===== src/rtl/voice_scheduler_pkg.sv =====
`default_nettype none
// ==== voice_scheduler_pkg : shared widths, FSM encodings, phase helper ==== Rev 1.0
package voice_scheduler_pkg;

  localparam int PHASE_W  = 22;
  localparam int STEP_W   = 20;
  localparam int ROM_AW   = 10;
  localparam int SAMPLE_W = 16;

  localparam logic [1:0] S_IDLE    = 2'd0;
  localparam logic [1:0] S_ISSUE   = 2'd1;
  localparam logic [1:0] S_CAPTURE = 2'd2;
  localparam logic [1:0] S_OUT     = 2'd3;

  function automatic logic [PHASE_W-1:0] phase_advance(input logic [PHASE_W-1:0] phase,
                                                       input logic [STEP_W-1:0]  step);
    return phase + PHASE_W'(step);
  endfunction

endpackage
`default_nettype wire


===== src/rtl/voice_scheduler_if.sv =====
`default_nettype none
// ==== voice_scheduler_if : codec request, voice controls, ROM port, sample out ==== Rev 1.0
interface voice_scheduler_if #(
  parameter int NUM_VOICES = 4
);
  import voice_scheduler_pkg::*;

  logic                           generate_next;
  logic [STEP_W*NUM_VOICES-1:0]   step_sizes;
  logic [NUM_VOICES-1:0]          voice_active;
  logic [ROM_AW-1:0]              rom_addr;
  logic [SAMPLE_W-1:0]            rom_data;
  logic                           sample_ready;
  logic [SAMPLE_W-1:0]            sample;
  logic                           busy;

  modport master (
    output generate_next, step_sizes, voice_active, rom_data,
    input  rom_addr, sample_ready, sample, busy
  );

  modport slave (
    input  generate_next, step_sizes, voice_active, rom_data,
    output rom_addr, sample_ready, sample, busy
  );

endinterface
`default_nettype wire


===== src/rtl/voice_scheduler_quadrant_map.sv =====
`default_nettype none
// ==== sine_quadrant_map : phase[21:10] -> quarter-wave ROM address + negate flag ==== Rev 1.0
module sine_quadrant_map
  import voice_scheduler_pkg::*;
(
  input  wire logic [ROM_AW+1:0] i_phase_hi,
  output logic      [ROM_AW-1:0] o_rom_addr,
  output logic                   o_negate
);

  logic [ROM_AW-1:0] w_idx;

  always_comb begin
    w_idx      = i_phase_hi[ROM_AW-1:0];
    // Quadrants 1 and 3 read the quarter wave backwards.
    o_rom_addr = i_phase_hi[ROM_AW] ? ~w_idx : w_idx;
    o_negate   = i_phase_hi[ROM_AW+1];
  end

endmodule
`default_nettype wire


===== src/rtl/voice_scheduler.sv =====
`default_nettype none
// ==== voice_scheduler : N voices share one sine ROM, mixed per codec request ==== Rev 1.0
// VOICE_SATURATE_EN: clamp the mix to 16 bits instead of shifting right by VOICE_SHIFT.
module voice_scheduler
  import voice_scheduler_pkg::*;
#(
  parameter int NUM_VOICES  = 4,
  parameter int VOICE_SHIFT = 2
)(
  input  wire logic         clk,
  input  wire logic         reset,
  voice_scheduler_if.slave  bus
);

  localparam int VW    = (VOICE_SHIFT > 0) ? VOICE_SHIFT : 1;
  localparam int ACC_W = SAMPLE_W + VOICE_SHIFT;

  logic [1:0]                r_state;
  logic [VW-1:0]             r_v;
  logic                      r_gen_prev;
  logic                      r_pending;
  logic [PHASE_W-1:0]        r_phase [NUM_VOICES];
  logic signed [ACC_W-1:0]   r_acc;
  logic                      r_negate;
  logic                      r_active;
  logic [ROM_AW-1:0]         r_rom_addr;
  logic                      r_sample_ready;
  logic [SAMPLE_W-1:0]       r_sample;

  logic                      w_edge;
  logic [STEP_W-1:0]         w_step;
  logic                      w_active;
  logic [PHASE_W-1:0]        w_new_phase;
  logic [ROM_AW-1:0]         w_map_addr;
  logic                      w_map_neg;
  logic signed [SAMPLE_W-1:0] w_rom_raw;
  logic signed [ACC_W-1:0]   w_rom_s;
  logic signed [ACC_W-1:0]   w_term;
  logic [SAMPLE_W-1:0]       w_mix;

`ifdef VOICE_SATURATE_EN
  localparam logic signed [ACC_W-1:0] c_SAT_MAX = ACC_W'(32'sd32767);
  localparam logic signed [ACC_W-1:0] c_SAT_MIN = ACC_W'(-32'sd32768);
`endif

  always_comb begin
    w_edge      = bus.generate_next & ~r_gen_prev;
    w_step      = bus.step_sizes[r_v*STEP_W +: STEP_W];
    w_active    = bus.voice_active[r_v];
    // A silent voice parks at phase 0 so re-activation starts cleanly.
    w_new_phase = w_active ? phase_advance(r_phase[r_v], w_step) : '0;
    w_rom_raw   = bus.rom_data;
    w_rom_s     = ACC_W'(w_rom_raw);
    w_term      = r_negate ? -w_rom_s : w_rom_s;
`ifdef VOICE_SATURATE_EN
    if (r_acc > c_SAT_MAX)      w_mix = 16'h7FFF;
    else if (r_acc < c_SAT_MIN) w_mix = 16'h8000;
    else                        w_mix = r_acc[SAMPLE_W-1:0];
`else
    w_mix = SAMPLE_W'(r_acc >>> VOICE_SHIFT);
`endif
  end

  sine_quadrant_map u_map (
    .i_phase_hi (w_new_phase[PHASE_W-1:PHASE_W-ROM_AW-2]),
    .o_rom_addr (w_map_addr),
    .o_negate   (w_map_neg)
  );

  // The ROM registers the address at the end of ISSUE, so drive it live there.
  assign bus.rom_addr     = (r_state == S_ISSUE) ? w_map_addr : r_rom_addr;
  assign bus.sample_ready = r_sample_ready;
  assign bus.sample       = r_sample;
  assign bus.busy         = (r_state != S_IDLE);

  always_ff @(posedge clk) begin
    if (reset) begin
      r_state        <= S_IDLE;
      r_v            <= '0;
      r_gen_prev     <= 1'b0;
      r_pending      <= 1'b0;
      r_acc          <= '0;
      r_negate       <= 1'b0;
      r_active       <= 1'b0;
      r_rom_addr     <= '0;
      r_sample_ready <= 1'b0;
      r_sample       <= '0;
      for (int i = 0; i < NUM_VOICES; i++) r_phase[i] <= '0;
    end else begin
      r_gen_prev     <= bus.generate_next;
      r_sample_ready <= 1'b0;
      if (w_edge && !r_pending) r_pending <= 1'b1;

      case (r_state)
        S_IDLE: begin
          if (r_pending) begin
            r_pending <= 1'b0;
            r_v       <= '0;
            r_acc     <= '0;
            r_state   <= S_ISSUE;
          end
        end
        S_ISSUE: begin
          r_phase[r_v] <= w_new_phase;
          r_rom_addr   <= w_map_addr;
          r_negate     <= w_map_neg;
          r_active     <= w_active;
          r_state      <= S_CAPTURE;
        end
        S_CAPTURE: begin
          if (r_active) r_acc <= r_acc + w_term;
          if (r_v == VW'(NUM_VOICES - 1)) begin
            r_state <= S_OUT;
          end else begin
            r_v     <= r_v + 1'b1;
            r_state <= S_ISSUE;
          end
        end
        S_OUT: begin
          r_sample       <= w_mix;
          r_sample_ready <= 1'b1;
          r_state        <= S_IDLE;
        end
        default: r_state <= S_IDLE;
      endcase
    end
  end

endmodule
`default_nettype wire

===== src/flat_wrapper.sv =====
// flat-port wrapper written by rule: the top's interface ports become plain ports
module voice_scheduler_flat import voice_scheduler_pkg::*;
#(
  parameter int NUM_VOICES  = 4,
  parameter int VOICE_SHIFT = 2
)
  (clk, reset, bus_generate_next, bus_step_sizes, bus_voice_active, bus_rom_data, bus_rom_addr, bus_sample_ready, bus_sample, bus_busy);
  voice_scheduler_if #(.NUM_VOICES(NUM_VOICES)) bus_i ();
  input  wire logic clk;
  input  wire logic reset;
  input wire logic [$bits(bus_i.generate_next)-1:0] bus_generate_next;
  input wire logic [$bits(bus_i.step_sizes)-1:0] bus_step_sizes;
  input wire logic [$bits(bus_i.voice_active)-1:0] bus_voice_active;
  input wire logic [$bits(bus_i.rom_data)-1:0] bus_rom_data;
  output wire logic [$bits(bus_i.rom_addr)-1:0] bus_rom_addr;
  output wire logic [$bits(bus_i.sample_ready)-1:0] bus_sample_ready;
  output wire logic [$bits(bus_i.sample)-1:0] bus_sample;
  output wire logic [$bits(bus_i.busy)-1:0] bus_busy;
  assign bus_i.generate_next = bus_generate_next;
  assign bus_i.step_sizes = bus_step_sizes;
  assign bus_i.voice_active = bus_voice_active;
  assign bus_i.rom_data = bus_rom_data;
  assign bus_rom_addr = bus_i.rom_addr;
  assign bus_sample_ready = bus_i.sample_ready;
  assign bus_sample = bus_i.sample;
  assign bus_busy = bus_i.busy;
  voice_scheduler #(.NUM_VOICES(NUM_VOICES), .VOICE_SHIFT(VOICE_SHIFT)) u_core (.clk(clk), .reset(reset), .bus(bus_i));
endmodule

===== config.mk =====
export PLATFORM = sky130hd
export DESIGN_NAME = voice_scheduler_flat
export DESIGN_NICKNAME = d
export VERILOG_FILES = /design/src/rtl/voice_scheduler_pkg.sv /design/src/rtl/voice_scheduler_if.sv /design/src/rtl/voice_scheduler_quadrant_map.sv /design/src/rtl/voice_scheduler.sv /design/src/flat_wrapper.sv
export SDC_FILE = /design/constraint.sdc
export NUM_CORES = 1
export LEC_CHECK = 0
export CAP_MARGIN = 20
export CELL_PAD_IN_SITES_DETAIL_PLACEMENT = 1
export CELL_PAD_IN_SITES_GLOBAL_PLACEMENT = 2
export CORE_MARGIN = 2
export CORE_UTILIZATION = 35
export DETAILED_ROUTE_END_ITERATION = 6
export PLACE_DENSITY_LB_ADDON = 0.25
export SLEW_MARGIN = 10
export SYNTH_ARGS = -nofsm -noshare
export SYNTH_HDL_FRONTEND = slang
export SYNTH_HIERARCHICAL = 1
export SYNTH_SLANG_ARGS = --single-unit
export TNS_END_PERCENT = 5

===== constraint.sdc =====
create_clock -name clk -period 6.6 [get_ports clk]
set_input_delay 1.32 -clock clk [delete_from_list [all_inputs] [get_ports clk]]
set_output_delay 1.32 -clock clk [all_outputs]
set_load 0.05 [all_outputs]

==> impl_metrics.env <==
export IMPL_first_global_vias=7235
export IMPL_detail_route_drc_violations=0
export IMPL_cts_root_buf="sky130_fd_sc_hd__clkbuf_16"
export IMPL_power_density_nw_per_um2=214
export IMPL_global_route_wire_length_before_repair_mm=38.9
export IMPL_largest_net_degree_at_the_start_of_global_routing=40
export IMPL_die_width_microns=159
export IMPL_worst_path_dominant_cell_family="compound AO/OA/AOI/OAI gates"
export IMPL_final_nets=1067
export IMPL_worst_path_cell_trace="clkdlybuf4s50_1, mux4_2, ha_1, inv_1, fa_1, nand2b_1, a21oi_1, o311a_1, o31ai_1, a21oi_1, or3_1, and3_4, xor2_1, mux2_2, buf_12"
export IMPL_antenna_violations_before_repair=0
export IMPL_achievable_frequency_mhz=158
export IMPL_floorplan_initialDensity_pct=35.8
export IMPL_hold_path_end="u_core/bus.sample[12]"
export IMPL_synth_async_sr_flop_share_pct=0
export IMPL_clock_tree_from_tritoncts="built"
export IMPL_min_delay_start="u_core/bus.sample[12]"
export IMPL_hp_class="reg2reg"
export IMPL_die_area_sq_um=25400
export IMPL_timing_critical_path_buf_inv=3
export IMPL_wl_per_cell_microns=19.3
export IMPL_final_fill_count=2631
export IMPL_maximum_buffer_depth_of_the_clock_tree=2
export IMPL_gp_routability_congestion=0.774
export IMPL_pre_cts_slack_ps=94.4
export IMPL_cts_hold_buffers=0
export IMPL_critical_r2r_capture="u_core/r_rom_addr[2]"
export IMPL_timing_reg2reg_worst_path_depth=15
export IMPL_cts_buffers=17
export IMPL_grt_ovfl_total=0
export IMPL_setup_viol=0
export IMPL_yosysUniqueCellTypes=72
export IMPL_avgViaCountPerCell=5.25
export IMPL_clk_latency_ps=420
export IMPL_synthTopCellsByArea="sky130_fd_sc_hd__edfxtp_1 (31%), sky130_fd_sc_hd__dfxtp_1 (13%), sky130_fd_sc_hd__mux4_2 (11%), sky130_fd_sc_hd__ha_1 (5.8%), sky130_fd_sc_hd__nor2_1 (5.5%)"
export IMPL_fp_dieH_microns=159
export IMPL_final_min_period_over_clock_period_pct=95.8
export IMPL_syn_inst=790
export IMPL_use_met3_pct=2.84
export IMPL_cpPeakStageDelay_ps=470
export IMPL_syn_num_nets=934
export IMPL_post_detail_place_hpwl_mm=17.4
export IMPL_drt_initial_drc_count=323
export IMPL_final_layout_size_suffix_gt1_share_pct=14.9
export IMPL_worst_ep_required_time_ps=5280
export IMPL_core_ar_sq_um=23600
export IMPL_slack_of_the_critical_path_ps=274
export IMPL_drt_pass1_iterations=4
export IMPL_quantity_of_i_o_buffers_inserted_on_ports=130
export IMPL_reg2reg_setup_slack_ps=2360
export IMPL_synth_top_area_share_pct=31.3
export IMPL_cp_common_cell="sky130_fd_sc_hd__a21oi_1"
export IMPL_critical_path_s_slowest_cell="sky130_fd_sc_hd__mux4_2"
export IMPL_worst_slew_pin_slew_ps=883
export IMPL_h_tree_depth=4
export IMPL_mean_instance_size_in_the_synthesized_netlist_sq_um=10.7
export IMPL_wl_mm=24.2
export IMPL_antenna_cells_inserted=0
export IMPL_grt_setup_unrepaired="no"
export IMPL_design_portCount=131
export IMPL_placement_rows=56
export IMPL_cts_setup_buffers=0
export IMPL_mappedNetlistArea_sq_um=8450
export IMPL_synth_flop_cell="sky130_fd_sc_hd__edfxtp_1"
export IMPL_setup_worst_path_class="in2out"
export IMPL_synth_largest_area_cell="sky130_fd_sc_hd__edfxtp_1"
export IMPL_vias_after_detailed_routing=6587
export IMPL_worst_setup_path_start_kind="primary input"
export IMPL_grt_busiest_layer="met2"
export IMPL_number_of_non_filler_instances_in_the_completed_layout=1255
export IMPL_post_cts_resized_instances=0
export IMPL_cp_end_kind="output pin"
export IMPL_fin_hold_ws_ps=455
export IMPL_number_of_enable_flip_flop_cells_after_synthesis=88
export IMPL_totalNegativeSetupSlack_ps=0
export IMPL_slew_headroom_pct=40.9
export IMPL_arrival_ps=5010
export IMPL_crit_fanout=10
export IMPL_grt_use_met1_pct=24.1
export IMPL_finalCriticalPeriod_ps=6330
export IMPL_numClockSinks=143
export IMPL_seq_area_frac_synth_pct=44.3
export IMPL_yosys_register_bits=143
export IMPL_yosys_warnings=6
export IMPL_total_leakage_power_nw=4.10
export IMPL_ir_drop_v=0.000129
export IMPL_grt_total_usage_pct=19.4
export IMPL_outcome="completed"
export IMPL_cts_reportedPaths_clkPinSlew_ps=60
export IMPL_clock_skews_ps=11.5
export IMPL_cap_viol_max_count=0
export IMPL_dp_cells=1223
export IMPL_hold_depth=2
export IMPL_finalHoldViolCount=0
export IMPL_totalPowerFinal_mw=2.31
export IMPL_area_growth_syn_to_layout_pct=27.6
export IMPL_finalMaxSlewViolations=0
export IMPL_final_antenna_net_count=0
export IMPL_global_route_usage_met2_pct=35.0
power breakdown:
group          internal (mW)  total [mW]  leakage (nW)  switching, mW
logic                  0.210       0.448          2.47          0.238
clock network          0.492       0.881         0.275          0.389
registers              0.973       0.984          1.35         0.0109
flip-flops by register name (all words and copies together), names as in the netlist, named ones only:
register and count:
u_core/bus.sample 16, u_core/bus.sample_ready 1, u_core/r_acc 18, u_core/r_active 1, u_core/r_gen_prev 1, u_core/r_negate 1
u_core/r_pending 1, u_core/r_phase 88, u_core/r_rom_addr 10, u_core/r_state 2, u_core/r_v 2
layout make-up:
| cell class | count | area (sq um) | area share, % |
|---|---|---|---|
| multi-input combinational | 582 | 4450 | 41.2 |
| sequential | 143 | 3740 | 34.7 |
| timing repair buffer | 152 | 1570 | 14.5 |
| clock buffer | 19 | 444 | 4.12 |
| tap | 319 | 399 | 3.70 |
| inverter | 27 | 101 | 0.939 |
| clock inverter | 13 | 87.6 | 0.812 |
worst register-to-register path, stage by stage (launching register included):
cell                       delay, ps
sky130_fd_sc_hd__dfxtp_1         300
sky130_fd_sc_hd__buf_4           440
sky130_fd_sc_hd__mux4_2          580
sky130_fd_sc_hd__ha_1            240
sky130_fd_sc_hd__inv_1            80
sky130_fd_sc_hd__fa_1            180
sky130_fd_sc_hd__nand2b_1        170
sky130_fd_sc_hd__a21oi_1         120
sky130_fd_sc_hd__o311a_1         360
sky130_fd_sc_hd__o31ai_1         230
sky130_fd_sc_hd__a21oi_1         130
sky130_fd_sc_hd__or3_1           380
sky130_fd_sc_hd__and3_4          280
sky130_fd_sc_hd__xor2_1          180
sky130_fd_sc_hd__mux2_2          310
sky130_fd_sc_hd__and2_1          170
how the worst max path moves through the flow:
stage                     cells past startpoint  slack [ps]          startpoint              end
after floorplan                              14        1010  bus_step_sizes[60]  bus_rom_addr[8]
after global placement                       15         140  bus_step_sizes[60]  bus_rom_addr[4]
after detailed placement                     15          90  bus_step_sizes[40]  bus_rom_addr[2]
after CTS                                    15          70  bus_step_sizes[40]  bus_rom_addr[2]
after global routing                         15          40  bus_step_sizes[40]  bus_rom_addr[8]
final                                        15         270  bus_step_sizes[40]  bus_rom_addr[0]
metrics by stage:
stage / utilization (%) / instance area, sq um
6_report: 45.7 / 10800
5_1_grt: 45.7 / 10800
4_1_cts: 45.7 / 10800
3_5_place_dp: 43.4 / 10300
3_3_place_gp: 43.4 / 10300
2_1_floorplan: - / 8450
synth_stat cells, types with 3 or more instances:
master	number
sky130_fd_sc_hd__a21oi_1	44
sky130_fd_sc_hd__clkbuf_1	25
sky130_fd_sc_hd__xnor2_1	29
sky130_fd_sc_hd__dfxtp_1	55
sky130_fd_sc_hd__nor2_1	124
sky130_fd_sc_hd__o21ai_0	20
sky130_fd_sc_hd__nor2b_1	7
sky130_fd_sc_hd__nand2b_1	8
sky130_fd_sc_hd__o21a_1	7
sky130_fd_sc_hd__ha_1	39
sky130_fd_sc_hd__and3b_1	3
sky130_fd_sc_hd__buf_4	3
sky130_fd_sc_hd__and2_1	12
sky130_fd_sc_hd__inv_1	27
sky130_fd_sc_hd__a22o_1	7
sky130_fd_sc_hd__a22oi_1	11
sky130_fd_sc_hd__a31oi_1	5
sky130_fd_sc_hd__nand2_1	72
sky130_fd_sc_hd__mux2i_1	6
sky130_fd_sc_hd__or2_2	6
sky130_fd_sc_hd__mux4_2	42
sky130_fd_sc_hd__o31ai_1	11
sky130_fd_sc_hd__buf_2	5
sky130_fd_sc_hd__o211ai_1	7
sky130_fd_sc_hd__a21o_1	9
sky130_fd_sc_hd__buf_1	4
sky130_fd_sc_hd__a211oi_1	3
sky130_fd_sc_hd__and3_1	3
sky130_fd_sc_hd__edfxtp_1	88
sky130_fd_sc_hd__or3_1	7
sky130_fd_sc_hd__a311oi_1	4
sky130_fd_sc_hd__nand3_1	9
sky130_fd_sc_hd__nor3_1	12
sky130_fd_sc_hd__xor2_1	19
sky130_fd_sc_hd__mux2_2	12
layout by cell type (no fill, tap or decap), types with 10 or more instances in the layout:
cell and instances:
sky130_fd_sc_hd__a21oi_1 44, sky130_fd_sc_hd__a22oi_1 11, sky130_fd_sc_hd__and2_1 12, sky130_fd_sc_hd__buf_12 10, sky130_fd_sc_hd__buf_4 22, sky130_fd_sc_hd__clkbuf_16 17
sky130_fd_sc_hd__clkdlybuf4s50_1 120, sky130_fd_sc_hd__dfxtp_1 54, sky130_fd_sc_hd__edfxtp_1 88, sky130_fd_sc_hd__ha_1 39, sky130_fd_sc_hd__inv_1 27, sky130_fd_sc_hd__mux2_2 12
sky130_fd_sc_hd__mux4_2 42, sky130_fd_sc_hd__nand2_1 72, sky130_fd_sc_hd__nor2_1 124, sky130_fd_sc_hd__nor3_1 12, sky130_fd_sc_hd__o21ai_0 20, sky130_fd_sc_hd__o31ai_1 11
sky130_fd_sc_hd__xnor2_1 29, sky130_fd_sc_hd__xor2_1 19
kinds of logic (layout without fill, tap and decap cells):
family | count (synthesis) | in the layout | synth area share [%]
compound gates | 155 | 155 | 12.7
flops | 143 | 143 | 44.3
buf+inv | 65 | 211 | 3.18
xor+xnor | 49 | 49 | 5.17
fa+ha+maj | 41 | 41 | 6.25
simple gates | 277 | 277 | 15.0
mux | 60 | 60 | 13.5
metal layers:
metal	vias to the layer above	wire, microns	part of all wire, %
met5	-	0	0
li1	3170	-	-
met4	0	337	1.4
met3	27	852	3.5
met1	3249	10600	44
met2	141	12400	51
Power figures use the tool's default switching activity.
